$ cat src/rtl/tlcd_bus_monitor_if.sv
// Text LCD bus signal bundle: the controller/font loader drives it as master,
// the shadow monitor observes it as slave.
interface tlcd_bus_monitor_if;
  logic       TLCD_E;
  logic       TLCD_RS;
  logic       TLCD_RW;
  logic [7:0] TLCD_DATA;

  modport master (output TLCD_E, TLCD_RS, TLCD_RW, TLCD_DATA);
  modport slave  (input  TLCD_E, TLCD_RS, TLCD_RW, TLCD_DATA);
endinterface

$ cat src/rtl/tlcd_bus_monitor.sv
// Passive HD44780-style bus responder: decodes commands/data writes and keeps a
// 2x16 register shadow of the visible DDRAM with a registered read port.
module tlcd_bus_monitor #(
  parameter logic [7:0] BLANK_CHAR = 8'h20,
  parameter int         LINE_LEN   = 16
) (
  input  logic                  CLK,
  input  logic                  RST,
  tlcd_bus_monitor_if.slave     bus,
  input  logic [4:0]            rd_addr,
  output logic [7:0]            rd_data,
  output logic                  wr_strobe,
  output logic [4:0]            wr_pos,
  output logic [7:0]            wr_char,
  output logic                  wr_onscreen,
  output logic                  cg_strobe,
  output logic                  cmd_strobe,
  output logic [7:0]            cmd_code,
  output logic [6:0]            ac,
  output logic                  cg_mode,
  output logic                  entry_inc,
  output logic                  display_on,
  output logic                  proto_err
);
  localparam int CELLS = 2 * LINE_LEN;

  logic       e_q, e_dly_q, armed_q;
  logic       rs_q, rw_q;
  logic [7:0] data_q;
  logic       cap_rs_q, cap_rw_q;
  logic [7:0] cap_data_q;

  logic [7:0] shadow_q [CELLS];
  logic [7:0] rd_data_q;

  logic [6:0] ac_q, ac_d;
  logic       cg_mode_q, cg_mode_d;
  logic       entry_inc_q, entry_inc_d;
  logic       display_on_q, display_on_d;
  logic [7:0] cmd_code_q, cmd_code_d;
  logic       wr_strobe_q, wr_strobe_d;
  logic [4:0] wr_pos_q, wr_pos_d;
  logic [7:0] wr_char_q, wr_char_d;
  logic       wr_onscreen_q, wr_onscreen_d;
  logic       cg_strobe_q, cg_strobe_d;
  logic       cmd_strobe_q, cmd_strobe_d;
  logic       proto_err_q, proto_err_d;
  logic       clear_all, cell_we;
  logic       accept;

  function automatic logic ddram_valid(input logic [6:0] a);
    return (a <= 7'h27) || (a >= 7'h40 && a <= 7'h67);
  endfunction

  function automatic logic [6:0] ddram_step(input logic [6:0] a, input logic inc);
    logic [6:0] r;
    if (inc) r = (a == 7'h27) ? 7'h40 : (a == 7'h67) ? 7'h00 : a + 7'd1;
    else     r = (a == 7'h40) ? 7'h27 : (a == 7'h00) ? 7'h67 : a - 7'd1;
    return r;
  endfunction

  // armed_q keeps an E that was already high out of reset from being taken as a transaction.
  assign accept = armed_q & e_dly_q & ~e_q;

  always_comb begin
    ac_d          = ac_q;
    cg_mode_d     = cg_mode_q;
    entry_inc_d   = entry_inc_q;
    display_on_d  = display_on_q;
    cmd_code_d    = cmd_code_q;
    wr_pos_d      = wr_pos_q;
    wr_char_d     = wr_char_q;
    wr_onscreen_d = wr_onscreen_q;
    wr_strobe_d   = 1'b0;
    cg_strobe_d   = 1'b0;
    cmd_strobe_d  = 1'b0;
    proto_err_d   = 1'b0;
    clear_all     = 1'b0;
    cell_we       = 1'b0;
    if (accept) begin
      if (cap_rw_q) begin
        proto_err_d = 1'b1;
      end else if (!cap_rs_q) begin
        cmd_strobe_d = 1'b1;
        cmd_code_d   = cap_data_q;
        casez (cap_data_q)
          8'b1???????: begin
            cg_mode_d = 1'b0;
            if (ddram_valid(cap_data_q[6:0])) begin
              ac_d = cap_data_q[6:0];
            end else begin
              ac_d        = 7'h00;
              proto_err_d = 1'b1;
            end
          end
          8'b01??????: begin
            ac_d      = {1'b0, cap_data_q[5:0]};
            cg_mode_d = 1'b1;
          end
          8'b001?????, 8'b0001????: ;
          8'b00001???: display_on_d = cap_data_q[2];
          8'b000001??: entry_inc_d  = cap_data_q[1];
          8'b0000001?: begin
            ac_d      = 7'h00;
            cg_mode_d = 1'b0;
          end
          8'b00000001: begin
            clear_all   = 1'b1;
            ac_d        = 7'h00;
            cg_mode_d   = 1'b0;
            entry_inc_d = 1'b1;
          end
          default: ;
        endcase
      end else if (cg_mode_q) begin
        cg_strobe_d = 1'b1;
        ac_d        = {1'b0, entry_inc_q ? ac_q[5:0] + 6'd1 : ac_q[5:0] - 6'd1};
      end else begin
        wr_strobe_d = 1'b1;
        wr_char_d   = cap_data_q;
        // Visible cells are 0x00-0x0F (upper line) and 0x40-0x4F (lower line).
        if (ac_q[6:4] == 3'b000 || ac_q[6:4] == 3'b100) begin
          wr_pos_d      = {ac_q[6], ac_q[3:0]};
          wr_onscreen_d = 1'b1;
          cell_we       = 1'b1;
        end else begin
          wr_pos_d      = 5'd0;
          wr_onscreen_d = 1'b0;
        end
        ac_d = ddram_step(ac_q, entry_inc_q);
      end
    end
  end

  always_ff @(posedge CLK or posedge RST) begin
    if (RST) begin
      e_q           <= 1'b1;
      e_dly_q       <= 1'b0;
      armed_q       <= 1'b0;
      rs_q          <= 1'b0;
      rw_q          <= 1'b0;
      data_q        <= 8'h00;
      cap_rs_q      <= 1'b0;
      cap_rw_q      <= 1'b0;
      cap_data_q    <= 8'h00;
      ac_q          <= 7'h00;
      cg_mode_q     <= 1'b0;
      entry_inc_q   <= 1'b1;
      display_on_q  <= 1'b0;
      cmd_code_q    <= 8'h00;
      wr_strobe_q   <= 1'b0;
      wr_pos_q      <= 5'd0;
      wr_char_q     <= 8'h00;
      wr_onscreen_q <= 1'b0;
      cg_strobe_q   <= 1'b0;
      cmd_strobe_q  <= 1'b0;
      proto_err_q   <= 1'b0;
      rd_data_q     <= BLANK_CHAR;
      for (int i = 0; i < CELLS; i++) shadow_q[i] <= BLANK_CHAR;
    end else begin
      e_q     <= bus.TLCD_E;
      rs_q    <= bus.TLCD_RS;
      rw_q    <= bus.TLCD_RW;
      data_q  <= bus.TLCD_DATA;
      e_dly_q <= e_q;
      armed_q <= armed_q | ~e_q;
      if (e_q) begin
        cap_rs_q   <= rs_q;
        cap_rw_q   <= rw_q;
        cap_data_q <= data_q;
      end
      ac_q          <= ac_d;
      cg_mode_q     <= cg_mode_d;
      entry_inc_q   <= entry_inc_d;
      display_on_q  <= display_on_d;
      cmd_code_q    <= cmd_code_d;
      wr_strobe_q   <= wr_strobe_d;
      wr_pos_q      <= wr_pos_d;
      wr_char_q     <= wr_char_d;
      wr_onscreen_q <= wr_onscreen_d;
      cg_strobe_q   <= cg_strobe_d;
      cmd_strobe_q  <= cmd_strobe_d;
      proto_err_q   <= proto_err_d;
      rd_data_q     <= shadow_q[rd_addr];
      if (clear_all) begin
        for (int i = 0; i < CELLS; i++) shadow_q[i] <= BLANK_CHAR;
      end else if (cell_we) begin
        shadow_q[wr_pos_d] <= cap_data_q;
      end
    end
  end

  assign rd_data     = rd_data_q;
  assign wr_strobe   = wr_strobe_q;
  assign wr_pos      = wr_pos_q;
  assign wr_char     = wr_char_q;
  assign wr_onscreen = wr_onscreen_q;
  assign cg_strobe   = cg_strobe_q;
  assign cmd_strobe  = cmd_strobe_q;
  assign cmd_code    = cmd_code_q;
  assign ac          = ac_q;
  assign cg_mode     = cg_mode_q;
  assign entry_inc   = entry_inc_q;
  assign display_on  = display_on_q;
  assign proto_err   = proto_err_q;
endmodule

$ cat src/flat_wrapper.sv
// flat-port wrapper written by rule: the top's interface ports become plain ports
module tlcd_bus_monitor_flat 
#(
  parameter logic [7:0] BLANK_CHAR = 8'h20,
  parameter int         LINE_LEN   = 16
)
  (CLK, RST, rd_addr, rd_data, wr_strobe, wr_pos, wr_char, wr_onscreen, cg_strobe, cmd_strobe, cmd_code, ac, cg_mode, entry_inc, display_on, proto_err, bus_TLCD_E, bus_TLCD_RS, bus_TLCD_RW, bus_TLCD_DATA);
  tlcd_bus_monitor_if bus_i ();
  input  logic CLK;
  input  logic RST;
  input  logic [4:0] rd_addr;
  output logic [7:0] rd_data;
  output logic wr_strobe;
  output logic [4:0] wr_pos;
  output logic [7:0] wr_char;
  output logic wr_onscreen;
  output logic cg_strobe;
  output logic cmd_strobe;
  output logic [7:0] cmd_code;
  output logic [6:0] ac;
  output logic cg_mode;
  output logic entry_inc;
  output logic display_on;
  output logic proto_err;
  input wire logic [$bits(bus_i.TLCD_E)-1:0] bus_TLCD_E;
  input wire logic [$bits(bus_i.TLCD_RS)-1:0] bus_TLCD_RS;
  input wire logic [$bits(bus_i.TLCD_RW)-1:0] bus_TLCD_RW;
  input wire logic [$bits(bus_i.TLCD_DATA)-1:0] bus_TLCD_DATA;
  assign bus_i.TLCD_E = bus_TLCD_E;
  assign bus_i.TLCD_RS = bus_TLCD_RS;
  assign bus_i.TLCD_RW = bus_TLCD_RW;
  assign bus_i.TLCD_DATA = bus_TLCD_DATA;
  tlcd_bus_monitor #(.BLANK_CHAR(BLANK_CHAR), .LINE_LEN(LINE_LEN)) u_core (.CLK(CLK), .RST(RST), .bus(bus_i), .rd_addr(rd_addr), .rd_data(rd_data), .wr_strobe(wr_strobe), .wr_pos(wr_pos), .wr_char(wr_char), .wr_onscreen(wr_onscreen), .cg_strobe(cg_strobe), .cmd_strobe(cmd_strobe), .cmd_code(cmd_code), .ac(ac), .cg_mode(cg_mode), .entry_inc(entry_inc), .display_on(display_on), .proto_err(proto_err));
endmodule
$ cat config.mk
export PLATFORM = sky130hd
export DESIGN_NAME = tlcd_bus_monitor_flat
export DESIGN_NICKNAME = d
export VERILOG_FILES = /design/src/rtl/tlcd_bus_monitor_if.sv /design/src/rtl/tlcd_bus_monitor.sv /design/src/flat_wrapper.sv
export SDC_FILE = /design/constraint.sdc
export NUM_CORES = 1
export LEC_CHECK = 0
export BUFFER_PORTS_ARGS = -buffer_cell sky130_fd_sc_hd__buf_2
export CORE_ASPECT_RATIO = 1.1
export CORE_UTILIZATION = 53
export DETAILED_ROUTE_END_ITERATION = 6
export PLACE_DENSITY_LB_ADDON = 0.3
export SKIP_LAST_GASP = 1
export SLEW_MARGIN = 0
export SYNTH_ARGS = -nofsm -noshare
export SYNTH_HDL_FRONTEND = slang
export SYNTH_SLANG_ARGS = --single-unit
$ cat constraint.sdc
create_clock -name CLK -period 11.2 [get_ports CLK]
set_clock_uncertainty 0.2 [all_clocks]
set_input_delay 2.24 -clock CLK [delete_from_list [all_inputs] [get_ports CLK]]
set_output_delay 2.24 -clock CLK [all_outputs]
set_load 0.01 [all_outputs]
Yosys cells after proc, flatten, opt, wreduce, memory -nomap -nowiden

Cells that the tools add are included.

Flip-flop bits (word level): 323
Bits in latches: 0
RAM bits: 0
Bits in read-only memories: 0
Input bits: 18
Output and inout port bits: 44
Word-level logic and storage cells: 150
Memories: 0

Add/subtract/negate cells: 4
Multipliers: 0
Div/mod/pow operators: 0
Magnitude comparators: 6
Equal/unequal tests: 9
Shift operators: 0
Multiplexer cells: 50
Bitwise gates (word level): 9
Reductions and logical operators: 18

Operator list:

| operator            | count |
|---|---|
| $mux 256            | 2 |
| $bwmux 256          | 1 |
| $mux 7              | 8 |
| $bmux 8 s5          | 1 |
| $demux 8 s5         | 1 |
| $mux 1              | 25 |
| $mux 5              | 5 |
| $mux 8              | 3 |
| $pmux 7 s3          | 1 |
| $reduce_and 4->1    | 4 |
| $eq 7x7->1 const B  | 2 |
| $ge 6x6->1 const B  | 2 |
| $not 5->6           | 2 |
| $eq 8x1->1 const B  | 1 |
| $add 7x1->7 const B | 1 |
| $eq 7x1->1 const B  | 1 |
| $eq 7x6->1 const B  | 1 |
| $ge 7x7->1 const B  | 1 |
| $le 7x6->1 const B  | 1 |
| $le 7x7->1 const B  | 1 |
| $logic_not 7->1     | 1 |
| $sub 7x1->7 const B | 1 |
| $add 6x1->6 const B | 1 |
| $eq 6x1->1 const B  | 1 |
| 18 further kinds    | 28 |

Longest topological paths before layout

Depth in word-level cells: 15
Gate-level depth with buffers: 8
Depth with buffers taken out: 7

Worst setup path after synthesis

Ideal clock, no wire load.

Kind: input-to-reg
Start point: input port rd_addr[0]
End point: register u_core.rd_data_q[1] (netlist: u_core.rd_data[1])
Library setup time: 0.119 ns
Arrival: 3.860 ns
Data required time: 10.881 ns
Path slack: 7.021 ns
Stages: 5
Path buffers: 2
Path through: buf_4 buf_2 mux4_2 mux4_2 o21a_1

Longest elaborated chain between the ends: 4

RTL lines:

| what                                      | RTL line                | source |
|---|---|---|
| start: declaration                        | flat_wrapper.sv:11      | `input logic [4:0] rd_addr;` |
| $not 5->6 (implied by the code)           | tlcd_bus_monitor.sv:184 | `rd_data_q <= shadow_q[rd_addr];` |
| $bmux 8 s5                                | tlcd_bus_monitor.sv:184 |  |
| $mux 8 (implied by the code) (2 in a row) | tlcd_bus_monitor.sv:184 |  |
| end signal: assignment                    | tlcd_bus_monitor.sv:184 |  |
| end: declaration                          | tlcd_bus_monitor.sv:34  | `logic [7:0] rd_data_q;` |

No other way between the ends. The select of a mux whose other input is x is not followed.
A chain may end at the register's enable or synchronous reset.

Final worst setup path

Start point: input port rd_addr[0]
End point: register u_core.rd_data_q[0] (netlist: u_core.rd_data[0])

The elaborated chain is that of the path after synthesis.

==> flow_metrics.py <==
metrics = {
    "drt": {
        "finalWirelength_mm": 41.4,
        "drtIter0Drc": 1396,
        "vias": 11112,
        "detail_route.wl_per_cell_um": 24.8,
        "viasPerCell": 6.67,
        "detail-route-antenna-nets": 0,
        "drt_pass1_iterations": 5,
        "drcViolationCount": 0,
    },
    "sta": {
        "whs_ns": 0.264,
        "fin_tns_setup_ns": 0,
        "layout_min_cycle_time_ns": 4.40,
        "period_share": 0.393,
        "max_slew_margin": 0.224,
        "finalMaxSlewViolations": 0,
        "fmax_ghz": 0.227,
        "rsz0062_at_grt": "no",
        "finalSetupViolCount": 0,
        "final-hold-violation-count": 0,
        "tightest_slew_ns": 1.16,
    },
    "synthesis": {
        "yosysSeqAreaShare": 0.541,
        "synth_cell_types": 70,
        "syn_nets": 1283,
        "synth_most_common_cell": "dfrtp_1",
        "synth_common_cells": "dfrtp_1 (288), nand2_1 (165), a22o_1 (156)",
        "syn-cell-area_sq_mm": 0.0150,
        "synth.area.top_cells": "dfrtp_1 (48%), mux4_2 (11%), a22o_1 (9.1%), dfstp_2 (6.1%), nand2_1 (4.1%)",
        "async_reset_ff_frac": 1.00,
        "synth-seq-cells": 323,
        "syn_avg_cell_area_sq_um": 11.9,
        "netlist.area_leader.share": 0.480,
        "yosys.area.top_type": "dfrtp_1",
        "synth_warnings": 0,
        "synth_cells": 1258,
        "synth_edf_count": 0,
        "synthFlopType": "dfrtp_1",
    },
    "global_routing": {
        "antenna_found_initial": 0,
        "grtUsageTotal": 0.296,
        "grt_pass1_vias": 10987,
        "grt_max_degree": 84,
        "grt.overflow.total": 0,
        "grt_first_pass_wirelength_mm": 64.9,
    },
    "clock_network": {
        "hold_buffers": 0,
        "cts.clk_slew.worst_paths_ns": 0.06,
        "clock_path_buffers": 3,
        "numCtsBuffers": 35,
        "clk_latency_ns": 0.51,
        "cts_root_buffer": "clkbuf_16",
        "htreeDepth": 2,
        "cts_tree": "built",
        "post_cts_buffers": 0,
        "cts_sinks": 323,
        "ctsResizeCount": 0,
    },
    "worst_setup_path": {
        "crit_path_max_incr_delay_ns": 0.79,
        "crit_type": "in2reg",
        "ff2ff_setup_slack_ns": 7.28,
        "path_delay_family": "multiplexers",
        "worst-r2r-cell-count": 5,
        "worstPathArrival_ns": 4.61,
        "endpoint_kind": "register",
        "crit_path_max_fanout": 53,
        "cp_slowest_cell": "buf_4",
        "critPathRequiredTime_ns": 11.41,
        "worst-path-buf-inv": 2,
        "r2r-end": "u_core.shadow_q[132]",
        "worstPathCellList": "buf_4 > buf_4 > mux4_2 > mux4_2 > o21a_1",
        "cp-start-kind": "primary input",
        "rr_startpoint": "u_core.cap_rs_q",
    },
    "run_status": {
        "outcome": "finished, final reports clean",
    },
    "die": {
        "pin_count": 62,
        "die_w_um": 162,
        "rows": 64,
        "dieHeight_um": 179,
        "initial_core_util": 0.539,
        "die_area_sq_mm": 0.0290,
        "core_sq_mm": 0.0279,
    },
    "hold_path": {
        "hp-class": "reg2reg",
        "hold_end": "u_core.cap_data_q[7]",
        "min_from": "u_core.data_q[7]",
        "min_path_cells": 2,
    },
    "final_layout": {
        "area_growth_pct": 11.4,
        "regArea_sq_mm": 0.00813,
        "n_fill_cell": 2236,
        "final_layout_size_suffix_gt1_frac": 0.224,
        "utilization": 0.600,
        "finalNetCount": 1304,
        "antenna_cells": 0,
        "multi_input_area_sq_mm": 0.00646,
    },
    "run": {
        "max-cap-violations": 0,
    },
    "power_and_ir_drop": {
        "leakage_uw": 0.00746,
        "powerDensity_mw_per_mm2": 185,
        "irDropWorstVdd_mv": 0.126,
    },
    "placed_design": {
        "hpwl_mm": 27.1,
        "place.gp.congestion": 0.856,
        "port_buffers": 61,
    },
}
## report_power, final
group	switching [uW]	total, uW	internal [uW]
clock	466	1200	736
combinational	279	483	204
sequential	129	1410	1280
## registers in the layout, summed over array words and instances, names as in the netlist, 5 cells and up
signal             count
u_core.wr_char         8
u_core.cmd_code        8
u_core.rd_data         8
u_core.wr_pos          5
u_core.cap_data_q      8
u_core.ac              7
u_core.data_q          8
u_core.shadow_q      256
## through the flow
| stage | worst slack (ns) | power [uW] | instances | instance area (sq um) |
|---|---|---|---|---|
| global placement | 6.27 | 1890 | 1605 | 15500 |
| global route | 6.59 | 3210 | 1667 | 16700 |
| CTS | 6.75 | 3100 | 1667 | 16700 |
| floorplan | 4.48 | 1740 | 1258 | 15000 |
| detailed placement | 6.21 | 1900 | 1605 | 15500 |
| finish | 6.80 | 3090 | 1667 | 16700 |
## worst register-to-register path: cells and delay by family (launching register included)
kind,cells,cell delay (ns)
flip-flops,1,0.69
AND/OR/NAND/NOR,4,2.66
AO/OA/AOI/OAI,1,0.27
## cells in the final DEF, fill, tap and decap left out, drive strengths merged, types with 10 or more instances in the layout
cell / instances
dfrtp: 288
nand2: 165
a22o: 156
o21ai: 92
nor2: 82
buf: 80
mux4: 72
nand3: 58
clkbuf: 51
a21oi: 41
dfstp: 35
mux2: 18
mux2i: 17
a32o: 10
## how the worst max path moves through the flow
| stage | slack (ns) | endpoint | depth (start not counted) | start |
|---|---|---|---|---|
| floorplan | 4.48 | u_core.ac[0] | 1 | RST |
| global placement | 6.27 | u_core.rd_data[4] | 5 | rd_addr[0] |
| detailed placement | 6.21 | u_core.rd_data[0] | 5 | rd_addr[0] |
| CTS | 6.75 | u_core.rd_data[0] | 5 | rd_addr[0] |
| global route | 6.59 | u_core.rd_data[1] | 6 | rd_addr[0] |
| finish | 6.80 | u_core.rd_data[0] | 5 | rd_addr[0] |
## per-layer routing
metal / up-vias / wire length [um] / track usage
met5: - / 0 / 0
met4: 0 / 1500 / 0.125
met3: 109 / 3340 / 0.0507
met2: 583 / 19200 / 0.456
met1: 5697 / 17300 / 0.417
li1: 4723 / - / -
## cell families (layout without fill, tap and decap cells)
| kind of cell | count (synthesis) | after routing | synth area share |
|---|---|---|---|
| xor gates and xnor gates | 8 | 8 | 0.00467 |
| muxes | 107 | 107 | 0.133 |
| adders and majority gates | 7 | 7 | 0.00633 |
| and+or+nand+nor | 360 | 360 | 0.117 |
| DFF | 323 | 323 | 0.541 |
| AOI/OAI and AO/OA | 349 | 349 | 0.169 |
| buffers and inverters | 104 | 150 | 0.0293 |
## area by class of cell
type | instances | share of cell area
flip-flops and latches | 323 | 0.486
multi-input cells | 831 | 0.386
clock buffers | 51 | 0.0621
well taps | 363 | 0.0272
repair buffers | 80 | 0.0269
clock inverters | 11 | 0.00957
inverters | 8 | 0.00202
(Power assumes the default switching activity.)
